[config.mk]
export PLATFORM = sky130hd
export DESIGN_NAME = free_list_flat
export DESIGN_NICKNAME = d
export VERILOG_FILES = /design/src/rtl/free_list_pkg.sv /design/src/rtl/free_list_if.sv /design/src/rtl/free_list_fl_ram.sv /design/src/rtl/free_list.sv /design/src/flat_wrapper.sv
export SDC_FILE = /design/constraint.sdc
export NUM_CORES = 1
export LEC_CHECK = 0
export CAP_MARGIN = 15
export CORE_MARGIN = 8
export CORE_UTILIZATION = 45
export DETAILED_ROUTE_END_ITERATION = 8
export GPL_TIMING_DRIVEN = 0
export PLACE_DENSITY = 0.6
export SETUP_SLACK_MARGIN = 0.2
export SLEW_MARGIN = 30
export SYNTH_ARGS = -nofsm -noshare
export SYNTH_HDL_FRONTEND = slang
export SYNTH_SLANG_ARGS = --single-unit
[constraint.sdc]
create_clock -name clk -period 14.48 [get_ports clk]
set_clock_uncertainty 0.15 [all_clocks]
set_input_delay 1.448 -clock clk [delete_from_list [all_inputs] [get_ports clk]]
set_output_delay 1.448 -clock clk [all_outputs]
set_load 0.03 [all_outputs]
[src/rtl/free_list_pkg.sv]
// free_list_pkg: shared constants and types for the physical-register free
// list. Also carries the ROB retire-bus field macros so every consumer of the
// retire ports slices them the same way.
//   RETIRE bus layout: {valid, rd_old[5:0], data[31:0], rd[5:0]}

`ifndef ROB_CONSTANTS_DEFINED
`define ROB_CONSTANTS_DEFINED
`define RETIRE_WIDTH 45
`define PREG_WIDTH   6
`define RETIRE_VALID 44
`define RETIRE_OLD   43:38
`define RETIRE_DATA  37:6
`define RETIRE_RD    5:0
`endif

package free_list_pkg;
    localparam int NUM_PREGS    = 64;
    localparam int NUM_AREGS    = 32;
    localparam int PREG_WIDTH   = `PREG_WIDTH;
    localparam int CNT_WIDTH    = 7;
    localparam int RETIRE_WIDTH = `RETIRE_WIDTH;
    // Pool can never hold more than the registers not architecturally mapped.
    localparam int FL_CAP       = NUM_PREGS - NUM_AREGS;

    typedef logic [PREG_WIDTH-1:0]   preg_t;
    typedef logic [CNT_WIDTH-1:0]    cnt_t;
    typedef logic [RETIRE_WIDTH-1:0] retire_t;
endpackage

[src/rtl/free_list_if.sv]
// free_list_if: rename/retire side of the free list.
//   alloc_req            rename consumes alloc_preg this cycle
//   alloc_valid/preg     show-ahead head of the free pool
//   retire0/retire1      ROB retire slots (slot 1 younger)
//   free_count/empty/full/overflow_err  pool status
// slave = the free list, master = rename/ROB.
interface free_list_if;
    import free_list_pkg::*;

    logic    alloc_req;
    logic    alloc_valid;
    preg_t   alloc_preg;
    retire_t retire0;
    retire_t retire1;
    cnt_t    free_count;
    logic    empty;
    logic    full;
    logic    overflow_err;

    modport slave (
        input  alloc_req, retire0, retire1,
        output alloc_valid, alloc_preg, free_count, empty, full, overflow_err
    );

    modport master (
        output alloc_req, retire0, retire1,
        input  alloc_valid, alloc_preg, free_count, empty, full, overflow_err
    );
endinterface

[src/rtl/free_list_fl_ram.sv]
// fl_ram: NUM_PREGS x PREG_WIDTH storage for the free pool.
//   clk, rst_n  clock, async active-low reset
//   we[1:0]     write enables; port 1 wins on an address collision
//   waddr/wdata per-port write address/data
//   raddr/rdata asynchronous read port (pool head)
// Reset loads slots 0..FL_CAP-1 with p(NUM_AREGS)..p(NUM_PREGS-1).
module fl_ram
    import free_list_pkg::*;
#(
    parameter int DEPTH = NUM_PREGS,
    parameter int AW    = $clog2(NUM_PREGS)
) (
    input  logic                 clk,
    input  logic                 rst_n,
    input  logic [1:0]           we,
    input  logic [1:0][AW-1:0]   waddr,
    input  logic [1:0][PREG_WIDTH-1:0] wdata,
    input  logic [AW-1:0]        raddr,
    output preg_t                rdata
);
    preg_t mem [DEPTH];

    always_ff @(posedge clk or negedge rst_n) begin
        if (!rst_n) begin
            for (int i = 0; i < DEPTH; i++)
                mem[i] <= (i < FL_CAP) ? preg_t'(i + NUM_AREGS) : '0;
        end else begin
            // Later port overrides earlier on the same slot.
            for (int p = 0; p < 2; p++)
                if (we[p]) mem[waddr[p]] <= wdata[p];
        end
    end

    assign rdata = mem[raddr];
endmodule

[src/rtl/free_list.sv]
// free_list: physical-register free pool for rename/retire.
//   clk, rst_n  clock, async active-low reset
//   bus         free_list_if.slave: single pop per cycle to rename, up to two
//               pushes per cycle from ROB retire (rd_old), status outputs.
// Circular buffer with head/tail pointers and an explicit count. Pushes that
// would exceed FL_CAP (after crediting a same-cycle pop) are dropped, youngest
// slot first, and set a sticky overflow_err.
module free_list
    import free_list_pkg::*;
(
    input  logic       clk,
    input  logic       rst_n,
    free_list_if.slave bus
);
    localparam int AW = $clog2(NUM_PREGS);

    logic [AW-1:0] head, tail;
    cnt_t          count;
    logic          ovf_q;

    logic          push0, push1, acc0, acc1, pop, drop;
    cnt_t          room;
    logic [1:0]    n_push;
    logic [1:0]           ram_we;
    logic [1:0][AW-1:0]   ram_waddr;
    logic [1:0][PREG_WIDTH-1:0] ram_wdata;
    preg_t         head_preg;

    // Payload and new-rd fields ride along on the retire bus but are not
    // needed here.
    logic unused_retire;
    assign unused_retire = ^{bus.retire0[`RETIRE_DATA], bus.retire0[`RETIRE_RD],
                             bus.retire1[`RETIRE_DATA], bus.retire1[`RETIRE_RD]};

    // p0 is hardwired and never returns to the pool.
    assign push0 = bus.retire0[`RETIRE_VALID] && (bus.retire0[`RETIRE_OLD] != '0);
    assign push1 = bus.retire1[`RETIRE_VALID] && (bus.retire1[`RETIRE_OLD] != '0);

    // No bypass: an empty pool cannot pop even if a push lands this cycle.
    assign pop  = bus.alloc_req && (count != '0);

    // Free space with the pop already credited; count <= FL_CAP so no wrap.
    assign room = cnt_t'(FL_CAP) - count + cnt_t'(pop);
    assign acc0 = push0 && (room != '0);
    assign acc1 = push1 && (room > cnt_t'(acc0));
    assign drop = (push0 && !acc0) || (push1 && !acc1);

    assign n_push = {1'b0, acc0} + {1'b0, acc1};

    // retire1 packs directly behind retire0, or takes tail if retire0 is idle.
    assign ram_we       = {acc1, acc0};
    assign ram_waddr[0] = tail;
    assign ram_waddr[1] = acc0 ? tail + AW'(1) : tail;
    assign ram_wdata[0] = bus.retire0[`RETIRE_OLD];
    assign ram_wdata[1] = bus.retire1[`RETIRE_OLD];

    fl_ram #(.DEPTH(NUM_PREGS), .AW(AW)) u_ram (
        .clk   (clk),
        .rst_n (rst_n),
        .we    (ram_we),
        .waddr (ram_waddr),
        .wdata (ram_wdata),
        .raddr (head),
        .rdata (head_preg)
    );

    always_ff @(posedge clk or negedge rst_n) begin
        if (!rst_n) begin
            head  <= '0;
            tail  <= AW'(FL_CAP);
            count <= cnt_t'(FL_CAP);
            ovf_q <= 1'b0;
        end else begin
            head  <= head + AW'(pop);
            tail  <= tail + AW'(n_push);
            count <= count + cnt_t'(n_push) - cnt_t'(pop);
            if (drop) ovf_q <= 1'b1;
        end
    end

    assign bus.alloc_valid  = (count != '0);
    assign bus.alloc_preg   = head_preg;
    assign bus.free_count   = count;
    assign bus.empty        = (count == '0);
    assign bus.full         = (count == cnt_t'(FL_CAP));
    assign bus.overflow_err = ovf_q;
endmodule
[src/flat_wrapper.sv]
// flat-port wrapper written by rule: the top's interface ports become plain ports
module free_list_flat import free_list_pkg::*;
  (clk, rst_n, bus_alloc_req, bus_retire0, bus_retire1, bus_alloc_valid, bus_alloc_preg, bus_free_count, bus_empty, bus_full, bus_overflow_err);
  free_list_if bus_i ();
  input  logic clk;
  input  logic rst_n;
  input wire logic [$bits(bus_i.alloc_req)-1:0] bus_alloc_req;
  input wire logic [$bits(bus_i.retire0)-1:0] bus_retire0;
  input wire logic [$bits(bus_i.retire1)-1:0] bus_retire1;
  output wire logic [$bits(bus_i.alloc_valid)-1:0] bus_alloc_valid;
  output wire logic [$bits(bus_i.alloc_preg)-1:0] bus_alloc_preg;
  output wire logic [$bits(bus_i.free_count)-1:0] bus_free_count;
  output wire logic [$bits(bus_i.empty)-1:0] bus_empty;
  output wire logic [$bits(bus_i.full)-1:0] bus_full;
  output wire logic [$bits(bus_i.overflow_err)-1:0] bus_overflow_err;
  assign bus_i.alloc_req = bus_alloc_req;
  assign bus_i.retire0 = bus_retire0;
  assign bus_i.retire1 = bus_retire1;
  assign bus_alloc_valid = bus_i.alloc_valid;
  assign bus_alloc_preg = bus_i.alloc_preg;
  assign bus_free_count = bus_i.free_count;
  assign bus_empty = bus_i.empty;
  assign bus_full = bus_i.full;
  assign bus_overflow_err = bus_i.overflow_err;
  free_list u_core (.clk(clk), .rst_n(rst_n), .bus(bus_i));
endmodule
==> qor.yml, run 1 <==
outcome:
  outcome: "finished clean"
sta:
  relSlewSlack_pct: 28.6
  finalHoldViolations: 0
  setup_viol: 0
  max_freq_mhz: 137
  slew_violations: 0
  worst_pin_slew_ns: 1.07
  rsz0062_at_grt: "no"
  period_share_pct: 50.4
  period_needed_ns: 7.29
cells_and_area:
  layout.nets: 1996
  seqCellArea_sq_um: 10300
  nFillCells: 4627
  final_area_sq_um: 27600
  final_core_util_pct: 51.3
  synthToLayoutAreaGrowth_pct: 12.6
  drive_gt1_share_pct: 60.1
  multiInputGateArea_sq_um: 13800
critical_path:
  reg2reg_depth: 32
  ff2ff_setup_slack_ns: 7.31
  start_kind: "primary input"
  cp_data_required_time_ns: 14.83
  path_delay_family: "buffers and inverters"
  r2r-end: "u_core.bus.free_count[6]"
  cp.arrival_ns: 7.65
  critPathCaptureType: "flip-flop"
  worstReg2RegStart: "u_core.bus.free_count[3]"
  critPathKind: "primary input to flip-flop"
  cp_slowest_cell: "clkdlybuf4s50_1"
  crit_path_max_fanout: 10
  critical-path-max-stage-delay_ns: 0.46
  worst-path-buf-inv: 9
min_path:
  holdPathStages: 1
  hp-class: "flip-flop to flip-flop"
  min_to: "u_core.bus.overflow_err"
  min_from: "u_core.bus.overflow_err"
place:
  port_buffers: 33
  placed_cell_area_sq_um: 26000
  gp_congestion: 0.955
  hpwl_um: 57800
logic_synthesis:
  yosys.area.top_type_share_pct: 33.1
  synth_ff_type: "dfrtp_1"
  ys_types: 59
  ys_top_cells_by_count: "mux2_2, dfrtp_1, mux4_2, clkbuf_1, dfstp_2"
  yosys.cell_count.top_type: "mux2_2"
  ys_seq_area_share_pct: 41.8
  synth-edff-count: 0
  syn_area_sq_um: 24500
  synth_area_per_cell_sq_um: 13.7
  syn_inst: 1791
  synthesis.nets: 1907
  synth_area_leaders: "mux2_2, dfrtp_1, dfstp_2"
  yosysTopAreaCell: "mux2_2"
  synth-seq-cells: 404
  ys.warnings.count: 0
  async_reset_ff_share_pct: 100
route:
  postRouteAntennaNets: 0
  wirelength_um: 80900
  firstDrtPassIters: 5
  drt_iter0_drc: 1209
  wl_met2_um: 37900
  vias: 16300
  top_layer_used: "met5"
  viasPerCell: 6.21
  routedWlPerCell_um: 30.9
  met1_length_um: 34600
  drc: 0
  routed-wl-met3_um: 5380
cts:
  h-tree-depth: 2
  cts_resized: 0
  clockBufferDepth: 3
  ctsHoldBuffers: 0
  cts-root-buf: "clkbuf_16"
  clk_pin_slew_ns: 0.05
  cts_buffers: 48
  post_cts_buffers: 0
  clock_sinks: 404
  tritoncts: "yes"
  clock_latency_ns: 0.60
grt:
  grt_first_pass_wirelength_um: 121000
  grt_pass1_vias: 17100
  antenna_found_initial: 3
  grt_util_all_layers_pct: 26.1
  grt-ovfl-total: 0
  grt_max_degree: 84
floorplan:
  dieHeight_um: 250
  rows: 85
  num_io_pins: 110
  die_area_sq_um: 62300
  die_w_um: 250
  design.core.area_sq_um: 53900
  start_util_pct: 45.5
power_and_ir_drop:
  ir_drop_mv: 0.184
  leakage_nw: 11.0
  power_density_nw_per_um2: 232
flow_run:
  drv_cap: 0
[cell type report]
| type | instances | share of cell area (%) |
|---|---|---|
| well taps | 696 | 3.15 |
| repair buffers | 39 | 1.75 |
| flip-flops and latches | 404 | 37.1 |
| multi-input cells | 1213 | 49.8 |
| diodes | 2 | 0.0181 |
| plain buffers | 155 | 2.33 |
| clock buffers | 79 | 5.24 |
| clock inverters | 10 | 0.412 |
| inverters | 19 | 0.258 |
[metrics by stage]
| step | power [W] | cells | setup TNS (ns) | worst slack [ns] | hold WS [ns] |
|---|---|---|---|---|---|
| 4_1_cts | 0.00640 | 2615 | 0 | 7.09 | 0.328 |
| 2_1_floorplan | 0.00419 | 1791 | 0 | 8.41 | 0.327 |
| 6_report | 0.00642 | 2617 | 0 | 7.19 | 0.316 |
| 3_3_place_gp | 0.00508 | 2520 | -1994.79 | -6.56 | 0.314 |
| 5_1_grt | 0.00673 | 2615 | 0 | 6.82 | 0.361 |
| 3_5_place_dp | 0.00518 | 2526 | 0 | 6.49 | 0.315 |
[worst register-to-register path, delay by kind of cell (launching register included)]
kind,cells,cell delay [ns]
AOI/OAI and AO/OA,7,1.08
xor gates and xnor gates,1,0.12
adders and majority gates,7,2.01
buffers and inverters,9,1.57
DFF,1,0.44
and+or+nand+nor,8,1.73
[logic make-up after synthesis]
group | after synthesis | synth area share (%)
flip-flops | 404 | 41.8
AND/OR/NAND/NOR | 224 | 5.00
XOR/XNOR | 18 | 0.642
adder cells (fa/ha/maj) | 23 | 1.23
AO/OA/AOI/OAI | 54 | 1.71
buffers and inverters | 174 | 2.78
multiplexers | 894 | 46.9
[power by group]
group	total [W]	internal [W]	switching (W)	leakage, nW
Clock	0.00122	0.000717	0.000499	0.763
Sequential	0.00210	0.00179	0.000315	4.76
Combinational	0.00310	0.00165	0.00145	5.47
[routing by layer]
metal | vias up | track usage (%)
met2 | 576 | 41.8
li1 | 6886 | -
met1 | 8636 | 34.7
met3 | 148 | 5.28
met4 | 6 | 9.83
met5 | - | 1.03
[how the worst max path moves through the flow]
stage	startpoint	end	slack (ns)	cells after the start
after global routing	u_core.bus.free_count[3]	u_core.bus.free_count[6]	6.82	32
after global placement	rst_n	u_core.u_ram.mem[104]	-6.56	1
final	bus_alloc_req	u_core.bus.free_count[6]	7.19	29
after floorplan	bus_alloc_req	u_core.bus.free_count[6]	8.41	28
after CTS	bus_alloc_req	u_core.u_ram.mem[369]	7.09	21
after detailed placement	bus_alloc_req	u_core.u_ram.mem[368]	6.49	21
[cells in the final DEF (no fill, tap or decap), types with 9 or more instances in the layout]
cell               n
a21o_1            11
buf_1             11
buf_2             19
clkbuf_1         119
clkbuf_16         49
clkbuf_2          24
clkbuf_8          11
clkdlybuf4s50_1   32
dfrtp_1          290
dfstp_2          114
ha_1              21
inv_1             18
mux2_1            41
mux2_2           721
mux4_2           126
nand2_1           62
nand2b_1          12
nand3_1            9
nor2_1            22
nor3_1            27
nor3_2            30
or3_1             10
xnor2_1           11
[sequential cells by signal, summed over array words and instances, names as in the netlist]
name / count
u_core.tail: 6
u_core.u_ram.mem: 384
u_core.head: 6
u_core.bus.overflow_err: 1
u_core.bus.free_count: 7
Power figures use the tool's default switching activity.
==> run 2: changes to the inputs <==
--- a/config.mk
+++ b/config.mk
@@ -10,7 +10,7 @@
 export CORE_UTILIZATION = 45
 export DETAILED_ROUTE_END_ITERATION = 8
 export GPL_TIMING_DRIVEN = 0
-export PLACE_DENSITY = 0.6
+export PLACE_DENSITY = 0.63
 export SETUP_SLACK_MARGIN = 0.2
 export SLEW_MARGIN = 30
 export SYNTH_ARGS = -nofsm -noshare
==> constraint.sdc (replaced) <==
create_clock -name clk -period 6.7 [get_ports clk]
set_clock_uncertainty 0.15 [all_clocks]
set_input_delay 0.67 -clock clk [delete_from_list [all_inputs] [get_ports clk]]
set_output_delay 0.67 -clock clk [all_outputs]
set_load 0.03 [all_outputs]
==> qor.yml, run 2 (synthesized netlist as in run 1, its figures left out) <==
sta:
  slew_violations: 0  # unchanged
  worst_pin_slew_ns: 1.11  # +0.0364 ns
  finalHoldViolations: 0  # unchanged
  period_needed_ns: 6.12
  rsz0062_at_grt: "no"
  max_freq_mhz: 163
  setup_viol: 0  # unchanged
  period_share_pct: 91.3
  relSlewSlack_pct: 26.2  # -2.4 points
route:
  routed-wl-met3_um: 6560  # +22%
  viasPerCell: 6.27  # +0.89%
  routedWlPerCell_um: 30.5  # -1.3%
  top_layer_used: "met4"
  met1_length_um: 32800  # -5.3%
  wirelength_um: 79800  # -1.4%
  firstDrtPassIters: 5  # unchanged
  postRouteAntennaNets: 0  # unchanged
  drc: 0  # unchanged
  vias: 16400  # +0.86%
  wl_met2_um: 36700  # -3.2%
  drt_iter0_drc: 1587  # +31%
critical_path:
  critical-path-max-stage-delay_ns: 0.45  # about the same
  worst-path-buf-inv: 9  # unchanged
  cp_data_required_time_ns: 7.02  # -7.81 ns
  cpMostUsedCell: "inv_1"
  critPathKind: "flip-flop to flip-flop"
  cp.arrival_ns: 6.43  # -1.22 ns
  crit_path_max_fanout: 10  # unchanged
  cp_slowest_cell: "fa_1"
  critPathCaptureType: "flip-flop"
  path_delay_family: "adder cells"
  start_kind: "flip-flop"
floorplan:
  die_w_um: 250  # unchanged
  dieHeight_um: 250  # unchanged
  rows: 85  # unchanged
  die_area_sq_um: 62300  # unchanged
  design.core.area_sq_um: 53900  # unchanged
  start_util_pct: 45.5  # unchanged
  num_io_pins: 110  # unchanged
cells_and_area:
  regMostFlops: "u_core.u_ram.mem"
  drive_gt1_share_pct: 60.3  # +0.21 points
  most-common-layout-cells: "mux2_2, dfrtp_1, clkbuf_1, mux4_2, dfstp_2"
  final_area_sq_um: 27600  # about the same
  seqCellArea_sq_um: 10300  # about the same
  layout.nets: 1999  # +0.15%
  multiInputGateArea_sq_um: 13800  # +0.40%
  nFillCells: 4611  # -0.35%
  largest_reg_flops: 384  # unchanged
  final_common_cell: "mux2_2"
  stdcell_count: 2616  # -0.038%
  synthToLayoutAreaGrowth_pct: 12.6  # about the same
grt:
  grt_first_pass_wirelength_um: 118000  # -2.6%
  antenna_found_initial: 1  # -2
  grt-ovfl-total: 0  # unchanged
  grt_util_all_layers_pct: 25.4  # -0.71 points
  grt_max_degree: 88  # +4.8%
  grt_pass1_vias: 17100  # -0.11%
power_and_ir_drop:
  p_int_w: 0.00885  # +110%
  p_sw_w: 0.00492  # +120%
  p_clk_share_pct: 18.0  # -1.0 points
  p_comb_share_pct: 49.0  # +0.7 points
  seq_power_share_pct: 33.0  # +0.3 points
  power_density_nw_per_um2: 498  # +110%
  ir_drop_mv: 0.450  # +140%
  leakage_nw: 11.0  # -0.40%
  p_sw_share_pct: 35.7  # +0.37 points
cts:
  clockBufferDepth: 3  # unchanged
  clock_sinks: 404  # unchanged
  h-tree-depth: 2  # unchanged
  cts-root-buf: "clkbuf_16"
  clk_pin_slew_ns: 0.05  # about the same
  clock_latency_ns: 0.60  # about the same
  tritoncts: "yes"
  cts_buffers: 47  # -2.1%
outcome:
  outcome: "finished clean"
place:
  gp_congestion: 0.958  # +0.30%
  port_buffers: 33  # unchanged
  placed_cell_area_sq_um: 26000  # about the same
  hpwl_um: 56800  # -1.8%
  placed_cells: 2525  # -0.040%
min_path:
  hp-class: "flip-flop to flip-flop"
flow_run:
  drv_cap: 0  # unchanged
## run 2: changes by cell type in the layout (fill, tap and decap cells not counted), moves of 2 or more
cell       change
dfrtp_1        -2
clkbuf_16      -2
buf_4          +4
clkinv_8       +2
clkinv_2       -3
bufinv_16      -2
a21oi_1        -2
buf_2          -3
clkbuf_1       +7
dfrtp_2        +2
ha_2           +3
a21oi_2        +2
clkbuf_2       -3
ha_1           -4
## run 2: final timing paths
path / start / end / slack, ns / cells past startpoint
setup / recovery: u_core.bus.free_count[3] / u_core.bus.free_count[6] / 0.58 / 32
hold / removal: u_core.bus.overflow_err / u_core.bus.overflow_err / 0.33 / 1
setup reg to reg: u_core.bus.free_count[3] / u_core.bus.free_count[6] / 0.58 / 32
hold reg to reg: u_core.bus.overflow_err / u_core.bus.overflow_err / 0.33 / 1
max in group asynchronous: rst_n / u_core.u_ram.mem[78] / 4.56 / 5
min in group asynchronous: rst_n / u_core.u_ram.mem[261] / 0.35 / 2
## run 2: repair_timing
action | 4_1_cts | 5_1_grt
resized for setup | 9 | 12
endpoints found under the setup margin | 300 | 65
hold buffers | 1 | 0
pin swaps | 1 | 1
endpoints found under the hold margin | 16 | 0
buffers inserted | 1 | 3
## run 2: through the flow
stage	utilization, %	TNS (ns)	power, W	hold WS (ns)	setup slack (ns)
after floorplan	-	0	0.00906	0.224	0.672
after global placement	47.8	-4741.59	0.0109	0.316	-13.26
after detailed placement	48.2	-8.68	0.0112	0.326	-0.490
after CTS	51.0	0	0.0137	0.326	0.214
after global routing	51.3	0	0.0144	0.354	0.211
final	51.3	0	0.0138	0.328	0.583
## run 2: cell type report
| class | count | share of cell area [%] |
|---|---|---|
| multi-input combinational | 1213 | 50.0 |
| sequential | 404 | 37.1 |
| clock buffer | 80 | 5.07 |
| tap | 696 | 3.15 |
| buffer | 155 | 2.38 |
| timing repair buffer | 43 | 1.86 |
| inverter | 19 | 0.258 |
| clock inverter | 5 | 0.199 |
| antenna | 1 | 0.00905 |
## run 2: worst reg2reg max path: cells and delay by family, from the launching register on
kind / cells / cell delay, ns
flops: 1 / 0.43
fa+ha+maj: 7 / 1.85
compound gates: 7 / 1.09
buf+inv: 9 / 1.10
xor+xnor: 1 / 0.09
simple gates: 8 / 1.28
## run 2: power by group through the flow
| stage | sequential [W] | combinational (W) | clock, W |
|---|---|---|---|
| 3_3_place_gp | 0.00451 | 0.00643 | 0 |
| 2_1_floorplan | 0.00432 | 0.00475 | 0 |
| 3_5_place_dp | 0.00456 | 0.00661 | 0 |
| 6_report | 0.00455 | 0.00675 | 0.00247 |
| 5_1_grt | 0.00467 | 0.00710 | 0.00261 |
| 4_1_cts | 0.00452 | 0.00664 | 0.00251 |
## run 2: layer usage
| metal | track usage (%) | up-vias |
|---|---|---|
| li1 | - | 6900 |
| met1 | 32.7 | 8592 |
| met2 | 40.4 | 700 |
| met3 | 6.35 | 199 |
| met4 | 10.9 | 0 |
| met5 | 0 | - |
